--- config.mk ---
export PLATFORM = sky130hd
export DESIGN_NAME = reg_access_arbiter
export DESIGN_NICKNAME = d
export VERILOG_FILES = /design/src/rtl/sd_reg_pkg.sv /design/src/rtl/rr_arb2.sv /design/src/rtl/reg_access_arbiter.sv
export SDC_FILE = /design/constraint.sdc
export NUM_CORES = 1
export LEC_CHECK = 0
export ABC_AREA = 0
export CAP_MARGIN = 5
export CORE_AREA = 4 4 280 282
export DETAILED_ROUTE_END_ITERATION = 6
export DIE_AREA = 0 0 284 286
export PLACE_DENSITY = 0.36
export SLEW_MARGIN = 40
export SYNTH_ARGS = -nofsm -noshare
export SYNTH_HDL_FRONTEND = slang
export SYNTH_SLANG_ARGS = --single-unit
export TNS_END_PERCENT = 50
--- constraint.sdc ---
create_clock -name clk -period 3.3 [get_ports clk]
set_input_delay 0.66 -clock clk [delete_from_list [all_inputs] [get_ports clk]]
set_output_delay 0.66 -clock clk [all_outputs]
set_load 0.01 [all_outputs]
--- src/rtl/sd_reg_pkg.sv ---
// Shared definitions for the SD register access arbiter.
// Holds FSM state encoding, default sizes and port-id constants.
package sd_reg_pkg;

    localparam int NREG_DEF   = 16;
    localparam int ADDR_W_DEF = 4;
    localparam int WIDTH_DEF  = 32;
    localparam int TMO_DEF    = 15;

    localparam logic HOST = 1'b0;
    localparam logic CORE = 1'b1;

    typedef enum logic [2:0] {
        S_IDLE,
        S_WRITE,
        S_WAIT_ACK,
        S_READ,
        S_RESP
    } state_t;

endpackage

--- src/rtl/rr_arb2.sv ---
// Two-port round-robin arbiter; bit 0 = host, bit 1 = core.
// Ports: clk, reset (async, active-low), req[1:0], advance, grant[1:0].
module rr_arb2
    import sd_reg_pkg::*;
(
    input  logic       clk,
    input  logic       reset,
    input  logic [1:0] req,
    input  logic       advance,
    output logic [1:0] grant
);

    // Port granted most recently; starts as CORE so the host wins
    // the first tie after reset.
    logic last;

    always_comb begin
        grant = 2'b00;
        unique case (req)
            2'b01:   grant = 2'b01;
            2'b10:   grant = 2'b10;
            2'b11:   grant = (last == CORE) ? 2'b01 : 2'b10;
            default: grant = 2'b00;
        endcase
    end

    always_ff @(posedge clk or negedge reset) begin
        if (!reset) begin
            last <= CORE;
        end else if (advance && (|grant)) begin
            last <= grant[1];
        end
    end

endmodule

--- src/rtl/reg_access_arbiter.sv ---
// Arbitrates host and SD-core register accesses onto one register bank.
// Ports: clk, reset (async, active-low); host h_* and core c_* request
// ports (req/we/addr/wdata in, ack/err/rdata out); bank side
// reg_wr_valid/reg_wr_data out, reg_ack/reg_rd_data in; busy out.
module reg_access_arbiter
    import sd_reg_pkg::*;
#(
    parameter int NREG   = NREG_DEF,
    parameter int ADDR_W = ADDR_W_DEF,
    parameter int WIDTH  = WIDTH_DEF,
    parameter int TMO    = TMO_DEF
) (
    input  logic                  clk,
    input  logic                  reset,
    input  logic                  h_req,
    input  logic                  h_we,
    input  logic [ADDR_W-1:0]     h_addr,
    input  logic [WIDTH-1:0]      h_wdata,
    output logic                  h_ack,
    output logic                  h_err,
    output logic [WIDTH-1:0]      h_rdata,
    input  logic                  c_req,
    input  logic                  c_we,
    input  logic [ADDR_W-1:0]     c_addr,
    input  logic [WIDTH-1:0]      c_wdata,
    output logic                  c_ack,
    output logic                  c_err,
    output logic [WIDTH-1:0]      c_rdata,
    output logic [NREG-1:0]       reg_wr_valid,
    output logic [WIDTH-1:0]      reg_wr_data,
    input  logic [NREG-1:0]       reg_ack,
    input  logic [NREG*WIDTH-1:0] reg_rd_data,
    output logic                  busy
);

    localparam int CW = (TMO > 1) ? $clog2(TMO + 1) : 1;

    state_t state, state_nx;

    logic [1:0]        req;
    logic [1:0]        grant;
    logic              advance;
    logic              g_we;
    logic [ADDR_W-1:0] g_addr;
    logic [WIDTH-1:0]  g_wdata;
    logic              g_ok;

    logic              lat_we;
    logic [ADDR_W-1:0] lat_addr;
    logic [WIDTH-1:0]  lat_wdata;
    logic              lat_port;
    logic              err_q;
    logic [CW-1:0]     cnt;
    logic              tmo_hit;

    logic              sel_ack;
    logic [WIDTH-1:0]  sel_rd;

    assign req     = {c_req, h_req};
    assign advance = (state == S_IDLE) && (|req);

    rr_arb2 u_arb (
        .clk     (clk),
        .reset   (reset),
        .req     (req),
        .advance (advance),
        .grant   (grant)
    );

    assign g_we    = grant[1] ? c_we    : h_we;
    assign g_addr  = grant[1] ? c_addr  : h_addr;
    assign g_wdata = grant[1] ? c_wdata : h_wdata;
    assign g_ok    = 32'(g_addr) < NREG;

    // Bank mux; addresses beyond NREG never match and read as 0/nack.
    always_comb begin
        sel_ack = 1'b0;
        sel_rd  = '0;
        for (int i = 0; i < NREG; i++) begin
            if (lat_addr == ADDR_W'(i)) begin
                sel_ack = reg_ack[i];
                sel_rd  = reg_rd_data[i*WIDTH +: WIDTH];
            end
        end
    end

    assign tmo_hit = (cnt == CW'(TMO - 1));

    always_ff @(posedge clk or negedge reset) begin
        if (!reset) begin
            state <= S_IDLE;
        end else begin
            state <= state_nx;
        end
    end

    always_comb begin
        state_nx = state;
        unique case (state)
            S_IDLE: begin
                if (advance) begin
                    if (!g_ok) begin
                        state_nx = S_RESP;
                    end else if (g_we) begin
                        state_nx = S_WRITE;
                    end else begin
                        state_nx = S_READ;
                    end
                end
            end
            S_WRITE:    state_nx = S_WAIT_ACK;
            S_WAIT_ACK: begin
                if (sel_ack || tmo_hit) begin
                    state_nx = S_RESP;
                end
            end
            S_READ:     state_nx = S_RESP;
            S_RESP:     state_nx = S_IDLE;
            default:    state_nx = S_IDLE;
        endcase
    end

    always_ff @(posedge clk or negedge reset) begin
        if (!reset) begin
            lat_we    <= 1'b0;
            lat_addr  <= '0;
            lat_wdata <= '0;
            lat_port  <= HOST;
            err_q     <= 1'b0;
            cnt       <= '0;
        end else begin
            unique case (state)
                S_IDLE: begin
                    if (advance) begin
                        lat_we    <= g_we;
                        lat_addr  <= g_addr;
                        lat_wdata <= g_wdata;
                        lat_port  <= grant[1];
                        err_q     <= !g_ok;
                    end
                end
                S_WRITE: cnt <= '0;
                S_WAIT_ACK: begin
                    cnt <= cnt + CW'(1);
                    if (!sel_ack && tmo_hit) begin
                        err_q <= 1'b1;
                    end
                end
                S_READ: err_q <= !sel_ack;
                default: ;
            endcase
        end
    end

    always_ff @(posedge clk or negedge reset) begin
        if (!reset) begin
            h_rdata <= '0;
            c_rdata <= '0;
        end else if (state == S_READ) begin
            if (lat_port == HOST) begin
                h_rdata <= sel_rd;
            end else begin
                c_rdata <= sel_rd;
            end
        end
    end

    always_comb begin
        reg_wr_valid = '0;
        for (int i = 0; i < NREG; i++) begin
            if (state == S_WRITE && lat_addr == ADDR_W'(i)) begin
                reg_wr_valid[i] = 1'b1;
            end
        end
    end

    assign reg_wr_data = (state == S_WRITE) ? lat_wdata : '0;

    assign h_ack = (state == S_RESP) && (lat_port == HOST);
    assign c_ack = (state == S_RESP) && (lat_port == CORE);
    assign h_err = h_ack && err_q;
    assign c_err = c_ack && err_q;
    assign busy  = (state != S_IDLE);

endmodule

==> impl_results.md <==
- Max stage delay on crit path: 0.67 ns
- Relative slew slack: 0.455
- Power Density: 797 mW/mm2
- Post-synth EDFFs: 0
- Placer Congestion: 0.918
- Commonest non-fill, non-tap cell in the layout: clkdlybuf4s50_1
- Clock Skew: 0.0130 ns
- Async S/R FF share, synth: 1.00
- Total Nets Final: about 2600
- RSZ-0062 raised after global routing: no
- Max clock buf depth: 2
- Worst vdd ir: 274 uV
- Syn_nets: 1980
- IO buf count: 722
- Final count of hold timing violations: 0
- Synth Flop Type: dfrtp_1
- Mux cell area share after synthesis: 0.165
- Share of cells above drive strength 1: 0.0899
- Fmax: 0.322 GHz
- Lkg Pwr: 7.54 nW
- Routed Wire Length: 93.6 mm
- Root Driver: clkbuf_16
- Synth Register Bits: 110
- Tot GR Track Use: 0.220
- Final design utilization: 0.262
- DR vias/cell: 4.74
- Synth Area in Compound Gates: 0.305
- Crit share post-route: 0.941
- Routed wire per std cell: roughly 31 um
- Cell Rows: between 100 and 150
- R2r setup slk: 0.39 ns
- Reg-to-reg startpoint: lat_addr[0]
- Final setup vio count: 0
- Clk slew on worst S/H paths: 0.10 ns
- Synthesized cell area: around 0.011 mm2
- Crit path max fanout: 24
- Initial Utilization: 0.145
- Commonest non-fill, non-tap cells in the layout: 721 x clkdlybuf4s50_1, 128 x nor2_1, 122 x o21ai_0
- Post-Syn Instances: 1372
- Crit path capture type: primary output
- GR Overflow Total: 0
- R2R cell count: 7
- CTS tree: built
- Avg Cell Area, Syn: 8.02 um2
- First-pass GRT wire length: roughly 130 mm
- Area growth syn-to-layout: 80.3%
- Clock sinks: 110
- Arrival time worst endpoint: 2.44 ns
- Final ANT Viol Nets: 0
- HPWL after detailed placement: about 78 mm
- # H-tree levels: 3
- Vias in the first global route: 15000
- Worst hold path class: in2async
- Minimum clock period: 3.10 ns
- XOR/XNOR Fraction of Synth Area: 0
- Post-Synth Adder-Cell Area: 0.00227
- Seq/Total Area, Yosys: 0.250
- Die area: between 0.08 and 0.09 mm2
- CTS buffer count: 9
- Req. time, crit path: 2.64 ns
- Clock latency on the worst-skew pair: 0.39 ns
- Kind of cell with the highest combined delay on the critical path: buffers and inverters
- Most used cell, CP: buf_4
- Max Transition Viols Final: 0
- I/O pin cnt: 723
- CP bufs+invs: 3
- Status: completed
- Iter 0 DRT Violations: 1142
- Simple-gate share of the synthesized area: 0.203
- Critical path class: reg2out
- Setup TNS: 0 ns
- CP startpoint kind: flip-flop
- Largest family of logic cells by synthesized area: compound AO/OA/AOI/OAI gates
- Reg2reg end: h_rdata[25]
- Synth warn: 0
- Setup Fix Bufs, Post-CTS: 0
- Core Region: 0.0757 mm2
- Die Span X: about 280 um
- Vias post-DR: 14400
- Slew @ Worst Pin: 0.817 ns
- Max-Cap Viols: 0
- Die Ht: 286 um
- PostCTS Resize Cnt: 2
- Cts hold-fix bufs: 0
- Initial antenna violation count: 39
- Detailed Routing Iterations Pass 1: 5
- Pin count of the biggest net entering global routing: 63
- Slowest stage cell, crit path: dfrtp_4
- CP cell instances: buf_4 -> nand2_1 -> buf_4 -> nor2_1 -> clkdlybuf4s50_1
- Unique masters post-synth: a little under 80
- DRC Markers: 0
state kept, by name (all words and copies together) (netlist names):
name and flops:
u_arb.last 1, h_rdata 32, err_q 1, lat_addr 4
state 3, lat_wdata 32, lat_port 1, cnt 4
c_rdata 32
worst max path at each step:
stage / start / endpoint / slack, ns / cells after the start
2_1_floorplan: lat_addr[0] / reg_wr_valid[4] / 1.15 / 5
3_3_place_gp: lat_addr[0] / c_rdata[25] / 0.06 / 7
3_5_place_dp: state[0] / reg_wr_valid[14] / 0.16 / 6
4_1_cts: state[0] / reg_wr_valid[14] / 0.1 / 6
5_1_grt: state[0] / reg_wr_valid[14] / 0.03 / 6
6_report: lat_addr[1] / reg_wr_valid[3] / 0.20 / 5
worst reg2reg max path, stage by stage, from the launching register on:
cell and delay (ns):
dfrtp_4 0.71, buf_4 0.38, mux4_2 0.59, nand2_1 0.08, o311ai_0 0.16, a211oi_2 0.55, buf_4 0.22, o21ai_0 0.08
logic make-up (layout without fill, tap and decap cells):
| group | after synthesis | in the layout |
|---|---|---|
| compound gates | 515 | 515 |
| fa+ha+maj | 2 | 2 |
| buf+inv | 156 | 830 |
| flops | 110 | 110 |
| mux | 155 | 155 |
| other cells | 0 | 26 |
| simple gates | 434 | 434 |
synth_stat cells, types with 7 or more instances:
| cell type | number | share of area |
|---|---|---|
| o221ai_1 | 16 | 0.013 |
| o21a_1 | 10 | 0.0068 |
| o2bb2ai_1 | 12 | 0.0096 |
| clkbuf_1 | 57 | 0.019 |
| nor2b_1 | 19 | 0.011 |
| buf_4 | 22 | 0.015 |
| nand2_1 | 99 | 0.034 |
| a221oi_1 | 7 | 0.0056 |
| nand2b_1 | 20 | 0.011 |
| a211oi_1 | 24 | 0.016 |
| or2_2 | 7 | 0.0040 |
| o21ai_0 | 123 | 0.056 |
| mux4_2 | 18 | 0.037 |
| and3b_1 | 29 | 0.023 |
| buf_1 | 7 | 0.0024 |
| a211o_1 | 7 | 0.0056 |
| o22ai_1 | 30 | 0.017 |
| o21ai_1 | 8 | 0.0036 |
| and2_1 | 11 | 0.0063 |
| and3_1 | 36 | 0.020 |
| a21oi_1 | 115 | 0.052 |
| a2bb2oi_1 | 11 | 0.0088 |
| inv_1 | 12 | 0.0041 |
| a22oi_1 | 17 | 0.012 |
| a31oi_1 | 32 | 0.018 |
| o211ai_1 | 13 | 0.0089 |
| mux2_2 | 29 | 0.030 |
| nor3b_1 | 13 | 0.0089 |
| o31ai_1 | 18 | 0.012 |
| nor2_1 | 132 | 0.045 |
| nor3_1 | 28 | 0.013 |
| nand3_1 | 15 | 0.0068 |
| buf_6 | 7 | 0.0072 |
| mux2i_1 | 108 | 0.098 |
| buf_2 | 45 | 0.020 |
| dfrtp_1 | 109 | 0.25 |
| o32a_1 | 7 | 0.0064 |
metrics by stage:
stage | instances | area, um2 | setup slack (ns) | hold slack, ns | total power, W
6_report | 3050 | 19800 | 0.195 | 0.204 | 0.0158
5_1_grt | 3040 | 19800 | 0.0284 | 0.214 | 0.0168
4_1_cts | 3024 | 19800 | 0.0985 | 0.195 | 0.0161
3_5_place_dp | 3008 | 19500 | 0.162 | 0.467 | 0.0148
3_3_place_gp | 3008 | 19500 | 0.0585 | 0.463 | 0.0147
2_1_floorplan | 1372 | 11000 | 1.15 | 0.364 | 0.00878
final cells by class:
cell class | instances | area [um2]
Multi-Input combinational cell | 1106 | 7510
Fill cell | 8257 | 55900
Inverter | 15 | 56.3
Clock buffer | 10 | 229
Tap cell | 978 | 1220
Clock inverter | 6 | 61.3
Antenna cell | 26 | 65.1
Sequential cell | 110 | 2770
Timing Repair Buffer | 799 | 7920
power by group:
| group | switching (W) | leakage, nW | internal, W |
|---|---|---|---|
| Sequential | 0.000672 | 1.28 | 0.00202 |
| Clock | 0.000676 | 0.144 | 0.000539 |
| Combinational | 0.00709 | 6.12 | 0.00481 |
| Total | 0.00844 | 7.54 | 0.00738 |
per-layer routing:
layer,global-route usage,share of wire,wire length (um),vias to the layer above
met1,0.260,0.40,37400,7104
met3,0.0720,0.084,7840,95
met4,0.0685,0.022,2070,16
met2,0.379,0.49,46200,669
li1,-,-,-,6559
met5,0,0.0011,105,-
No activity file was read; power rests on OpenSTA's default activity.
==> variant: new RTL, same settings <==
Re-encode `state_t` (5 states) as one-hot, 5 bits wide.
--- a/src/rtl/sd_reg_pkg.sv
+++ b/src/rtl/sd_reg_pkg.sv
@@ -11,10 +11,10 @@
     localparam logic CORE = 1'b1;
 
-    typedef enum logic [2:0] {
-        S_IDLE,
-        S_WRITE,
-        S_WAIT_ACK,
-        S_READ,
-        S_RESP
+    typedef enum logic [4:0] {
+        S_IDLE     = 5'b00001,
+        S_WRITE    = 5'b00010,
+        S_WAIT_ACK = 5'b00100,
+        S_READ     = 5'b01000,
+        S_RESP     = 5'b10000
     } state_t;
 
Function: no difference found for any inputs over 4 cycles, from zero or initial values and one cycle with reset low; so few cycles prove little.
==> variant against the unedited design <==
- maximum frequency down 2.9%
- sequential share of layout area rose by 0.55 points
- wire length shrank 5.4%
- sequential cell count increased by 2
- total power decreased by 1.1%
- register-to-register slack worse by 0.27 ns
- count of clock-buffer cells in the layout fell by 1
- final cell count shrank 1.7%
- setup slack lost 0.092 ns
- design area is 2.0% lower
- clock power increased by 9%
- synthesized area shrank 4.1%
- critical path type unchanged
- critical endpoint is now reg_wr_valid[14]
==> variant: results (changes against the unedited design) <==
clock buffer count - 9 (-1)
met1 WL - 36800 µm (-1.6%)
crit path time final - 3.20 ns (+0.0917 ns)
dominant cells by area after synthesis - dfrtp_1, mux2i_1, o21ai_0
n_diodes - 10 (-62%)
final design area excluding fillers - 19400 µm² (-2.0%)
placed insts - 2970 (-1.3%)
DR vias - 13619 (-5.7%)
Clk Latency, worst-skew pair - 0.41 ns (+0.02 ns)
initial antenna violation count - 21 (-46%)
fin nets - 2614 (-1.3%)
critical path's largest stage delay - 0.54 ns (-0.13 ns)
reg-to-reg slack, setup - 0.12 ns (-0.27 ns)
#MultiIn Comb - 1071 (-3.2%)
DR pass1 iterations - 5 (unchanged)
fraction of area in multi-input gates - 0.363 (-0.0159)
CP Data Arrival Time - 2.54 ns (+0.10 ns)
RR Endpoint - c_rdata[17]
Placed Area - 19000 µm² (-2.3%)
worst slew pin tran - 0.818 ns (+0.00164 ns)
die area - 81200 µm² (unchanged)
pin count of the biggest net entering global routing - 81 (+29%)
met3 WL post-DR - 6690 µm (-15%)
met1 Track Usage GR - 0.256 (-0.00441)
Signal buf overhead - 0.409 (+0.00945)
HPWL after DPL - 73000 µm (-6.0%)
Logic inverters - 11 (-4)
GR Layer Usage met3 - 0.0587 (-0.0133)
Leakage - 7.51 nW (-0.33%)
Clock buf/inv share - 0.0169 (+0.00230)
met2 routed WL - 43300 µm (-6.2%)
Yosys cell types - 72 (-6.5%)
Syn Area/Cell - 7.96 µm² (-0.80%)
first-pass GRT wire length - 119000 µm (-4.6%)
Syn Nets - 1934 (-2.3%)
seq_cells - 112 (+1.8%)
Synth top cells by count - nor2_1, o21ai_0, mux2i_1
Peak VDD IR - 0.459 mV (+68%)
Seq/Total Area, Yosys - 0.266 (+0.0156)
register area - 2820 µm² (+1.8%)
hold slack - 0.208 ns (+0.00443 ns)
Detailed Route Iter0 Violations - 752 (-34%)
vias per cell - 4.54 (-4.1%)
count of plain and timing-repair buffers - 801 (+0.25%)
DRT Wirelength - 88500 µm (-5.4%)
pre-CTS setup slack - 0.0972 ns (-0.0652 ns)
met2 usage - 0.367 (-0.0111)
outcome - finished clean
[variant: cell types whose count changed in the layout (fill, tap and decap cells not counted), sizes merged, moves of 14 or more]
cell and change:
a211oi -18, a21oi -20, and2 +28, and3 -34, and3b -27, diode -16
nor2 +33, nor3 -16, nor3b -14, o211ai +28, o22ai +32, o31ai -18
[variant: cell families after synthesis]
| family | share of synthesized area |
|---|---|
| multiplexers | 0.177 |
| buffers and inverters | 0.0727 |
| AO/OA/AOI/OAI | 0.304 |
| adder cells (fa/ha/maj) | 0.00237 |
| flip-flops | 0.266 |
| AND/OR/NAND/NOR | 0.178 |
[variant: report_power, final]
part	internal [mW]	total, mW	leakage [nW]	switching, mW
Combinational	4.68	11.6	6.02	6.97
Sequential	2.06	2.67	1.34	0.615
Clock	0.626	1.33	0.158	0.705
[variant: timing repair]
item,in CTS,in global routing
buffers inserted,3,0
gates resized for setup,3,4
setup endpoints to repair,28,37
pin swaps,0,0
